### src/rtl/pipe_skid_stage.sv
// Generic pipeline stage register with valid/ready handshake, 2-entry skid
// buffer, flush-to-bubble and a saturating backpressure counter.
module pipe_skid_stage #(
    parameter int unsigned WIDTH       = 32,
    parameter int unsigned CNT_W       = 16,
    parameter bit          BUBBLE_ZERO = 1'b1
) (
    input  logic             clk,
    input  logic             reset,
    input  logic             flush,
    input  logic             in_valid,
    output logic             in_ready,
    input  logic [WIDTH-1:0] in_data,
    output logic             out_valid,
    input  logic             out_ready,
    output logic [WIDTH-1:0] out_data,
    output logic [1:0]       occupancy,
    output logic [CNT_W-1:0] stall_cnt
);

    // State encoding equals the number of held entries.
    typedef enum logic [1:0] {
        EMPTY = 2'd0,
        ONE   = 2'd1,
        FULL  = 2'd2
    } state_t;

    state_t           state;
    state_t           state_nxt;
    logic [WIDTH-1:0] main_q;
    logic [WIDTH-1:0] skid_q;
    logic [WIDTH-1:0] main_nxt;
    logic [WIDTH-1:0] skid_nxt;
    logic             in_xfer;
    logic             out_xfer;

    // All handshake outputs derive only from registered state.
    assign in_ready  = (state != FULL);
    assign out_valid = (state != EMPTY);
    assign occupancy = state;
    assign out_data  = main_q;

    assign in_xfer  = in_valid & in_ready;
    assign out_xfer = out_valid & out_ready;

    // Next-state and payload steering.
    always_comb begin
        state_nxt = state;
        main_nxt  = main_q;
        skid_nxt  = skid_q;
        if (flush) begin
            state_nxt = EMPTY;
            if (BUBBLE_ZERO) begin
                main_nxt = '0;
                skid_nxt = '0;
            end
        end else begin
            unique case (state)
                EMPTY: begin
                    if (in_xfer) begin
                        main_nxt  = in_data;
                        state_nxt = ONE;
                    end
                end
                ONE: begin
                    if (in_xfer && out_xfer) begin
                        main_nxt = in_data;
                    end else if (in_xfer) begin
                        skid_nxt  = in_data;
                        state_nxt = FULL;
                    end else if (out_xfer) begin
                        state_nxt = EMPTY;
                    end
                end
                FULL: begin
                    if (out_xfer) begin
                        main_nxt  = skid_q;
                        state_nxt = ONE;
                    end
                end
                default: state_nxt = EMPTY;
            endcase
        end
    end

    // State and payload registers; reset overrides flush and handshakes.
    always_ff @(posedge clk) begin
        if (reset) begin
            state <= EMPTY;
            if (BUBBLE_ZERO) begin
                main_q <= '0;
                skid_q <= '0;
            end
        end else begin
            state  <= state_nxt;
            main_q <= main_nxt;
            skid_q <= skid_nxt;
        end
    end

    // Saturating count of cycles where a valid output is held off; flush does not clear it.
    always_ff @(posedge clk) begin
        if (reset) begin
            stall_cnt <= '0;
        end else if (out_valid && !out_ready && (stall_cnt != '1)) begin
            stall_cnt <= stall_cnt + CNT_W'(1);
        end
    end

endmodule
### config.mk
export PLATFORM = sky130hd
export DESIGN_NAME = pipe_skid_stage
export DESIGN_NICKNAME = d
export VERILOG_FILES = /design/src/rtl/pipe_skid_stage.sv
export SDC_FILE = /design/constraint.sdc
export NUM_CORES = 1
export LEC_CHECK = 0
export ABC_CLOCK_PERIOD_IN_PS = 6700
export CAP_MARGIN = 20
export CORE_AREA = 2 2 85 87
export CTS_BUF_LIST = sky130_fd_sc_hd__clkbuf_4 sky130_fd_sc_hd__clkbuf_8 sky130_fd_sc_hd__clkbuf_16
export DETAILED_ROUTE_END_ITERATION = 10
export DIE_AREA = 0 0 87 89
export GPL_ROUTABILITY_DRIVEN = 0
export PLACE_DENSITY = 0.83
export REMOVE_ABC_BUFFERS = 1
export SYNTH_ARGS = -nofsm -noshare
export SYNTH_HDL_FRONTEND = slang
export SYNTH_SLANG_ARGS = --single-unit
### constraint.sdc
create_clock -name clk -period 6.7 [get_ports clk]
set_input_delay 2.01 -clock clk [delete_from_list [all_inputs] [get_ports clk]]
set_output_delay 2.01 -clock clk [all_outputs]
set_load 0.05 [all_outputs]
==> metrics <==
run status complete, no violations; Seq/Total Area, Yosys 47.3%; ys async rst share 0%; die width 87 microns; hold depth 2; R2R cell count 5; Int Pwr 693 uW; Tcrit/Tclk final 71.5%; Area Overhead vs Synth 32.2%; Skew-Pair Late Insertion Delay 0.34 ns; initial antenna violation count 0; total setup buffers inserted after CTS 0; final worst-path setup slack 1.91 ns; Cell Rows 30; CP Max Fanout 34; Avg Vias per Cell 5.46; Nets 509; fraction of power consumed by sequential logic 52.4%; DRT iter0 DRCs 129; fin. max-slew vios 0; final number of hold-violating endpoints 0; Hold-fix buffers, CTS 0; Comb power frac 14.9%; Ports 89; CP Launch Type register; Cell Area, Synth 3470 sq um; WS Path Type register to primary output; Clk pwr share 32.7%; relative slew slack 26.4%; clock buffer count from CTS 9; Worst EP arrival 2.78 ns; post-CTS resize count 0; vias in the first global route 2725; largest net degree at the start of global routing 65; Cells after Synth 397; Core Box Area 6720 sq um; CTS Sinks 82; TritonRoute pass-1 iters 4; layout cells sized above 1 7.14%; final setup fails 0; min Tclk post-route 4.79 ns; #FFs+latches synth 82; DR WL/cell 13.9 microns; Netlist cell types 37; initial cell density of the core 51.6%; Worst setup EP type primary output; Worst Skew 0.0106 ns; post-route ant nets 0; number of remaining DRC errors 0; Place WS 2.26 ns; Worst Path Required 4.69 ns; CTS tree done; overall routing resource usage 19.9%; Static Leak 0.00178 uW; die area 7740 sq um; total grt overflow 0; Switch Pwr 274 uW; RSZ-0062 raised after global routing false; clk buf depth 2; TNS Setup 0 ns; final WL 7710 microns; Max-Cap Viols 0; top_reg_cell synth dfxtp_1; Ant. Diodes 0; # H-tree levels 3; EDFF count, synth 0; global-route wire length before repair 12300 microns; PwrDens 211 nW/um^2; Yosys warnings 0; die height 89 microns; VDD IR max 0.0997 mV; fmax 0.209 GHz; I/O Buffers 88; clk root buf clkbuf_8; clock transition at the registers of the reported paths 0.08 ns; Worst Tran Pin Value 1.10 ns; detailed placement HPWL 5230 microns; worst min path class register to register; fillers 549; vias post-DR 3035; Final Power 967 uW; Synth Area per Inst 8.74 sq um; sw frac 28.3%
## cell type report
class	count	area, sq um	share of cell area [%]
Tap cell	80	100	2.18
Inverter	3	11.3	0.246
Sequential cell	82	1640	35.8
Clock inverter	7	51.3	1.12
Clock buffer	9	124	2.70
Timing Repair Buffer	94	958	20.9
Multi-Input combinational cell	281	1700	37.1
## cells in the mapped netlist, types with 2 or more instances
library cell | number | area share, %
nand3_1 | 4 | 0.58
nand2b_1 | 3 | 0.54
nor2b_1 | 7 | 1.3
or3_1 | 2 | 0.36
nor2_1 | 44 | 4.8
or4_1 | 4 | 0.87
nor4_1 | 3 | 0.54
nor3_1 | 3 | 0.43
buf_2 | 7 | 1.0
and4_1 | 2 | 0.51
or2_2 | 2 | 0.36
mux2i_1 | 34 | 9.8
a31oi_1 | 2 | 0.36
clkbuf_2 | 2 | 0.29
a21oi_1 | 40 | 5.8
nand4_1 | 2 | 0.36
nand2_1 | 69 | 7.5
nand3b_1 | 2 | 0.43
o31ai_1 | 5 | 1.1
inv_1 | 3 | 0.32
mux2_2 | 6 | 1.9
a211oi_1 | 35 | 7.6
dfxtp_1 | 82 | 47
clkbuf_1 | 21 | 2.3
## sequential cells by signal, summed over array words and instances, names as in the netlist
signal and count:
occupancy 2, stall_cnt 16, skid_q 32, out_data 32
## critical path, stage by stage, from the launching register on
cell and delay, ns:
dfxtp_1 0.53, nand2b_2 0.93, clkdlybuf4s50_1 0.97
## cells in the final DEF, fill, tap and decap left out, types with 3 or more instances in the layout
cell and instances:
mux2i_1 34, nor4_1 3, buf_4 4, nor2b_1 7, nand2_1 69, clkbuf_8 9, or4_1 4, nand3_1 4
mux2_2 6, clkdlybuf4s50_1 88, inv_1 3, a211oi_1 35, dfxtp_1 82, nor3_1 3, nor2_1 44, o31ai_1 5
a21oi_1 40
## layer usage
layer | vias up | wire length (microns) | track usage (%)
met4 | 0 | 20 | 8.66
met5 | - | 0 | 0
met3 | 2 | 539 | 4.99
li1 | 1544 | - | -
met1 | 1393 | 3430 | 24.7
met2 | 96 | 3710 | 32.9
## power groups by stage
stage	logic [uW]	clock network (uW)	registers, uW
after floorplan	42.9	0	556
after global placement	140	0	518
after detailed placement	144	0	518
after CTS	144	329	507
after global routing	154	349	508
final	144	317	507
## metrics by stage
stage                     hold WS [ns]  cell area (sq um)  std cells  util, %
after floorplan                  0.436               3340        366        -
after global placement           0.441               4360        538     64.9
after detailed placement         0.446               4410        540     65.6
after CTS                        0.459               4590        556     68.2
after global routing             0.477               4590        556     68.2
final                            0.455               4590        556     68.2
## kinds of logic (layout without fill, tap and decap cells)
group | Yosys count | after routing | synth area share (%)
flops | 82 | 82 | 47.3
simple gates | 152 | 152 | 19.8
buf+inv | 34 | 113 | 4.11
mux | 40 | 40 | 11.8
fa+ha+maj | 1 | 1 | 0.361
compound gates | 88 | 88 | 16.6
## path summary, 6_finish.rpt
check	from	to	slack (ns)
worst max-delay path	occupancy[0]	in_ready	1.91
worst min-delay path	skid_q[12]	skid_q[12]	0.46
worst max register to register	stall_cnt[7]	stall_cnt[15]	4.57
worst min register to register	skid_q[12]	skid_q[12]	0.46
Power figures use the tool's default switching activity.
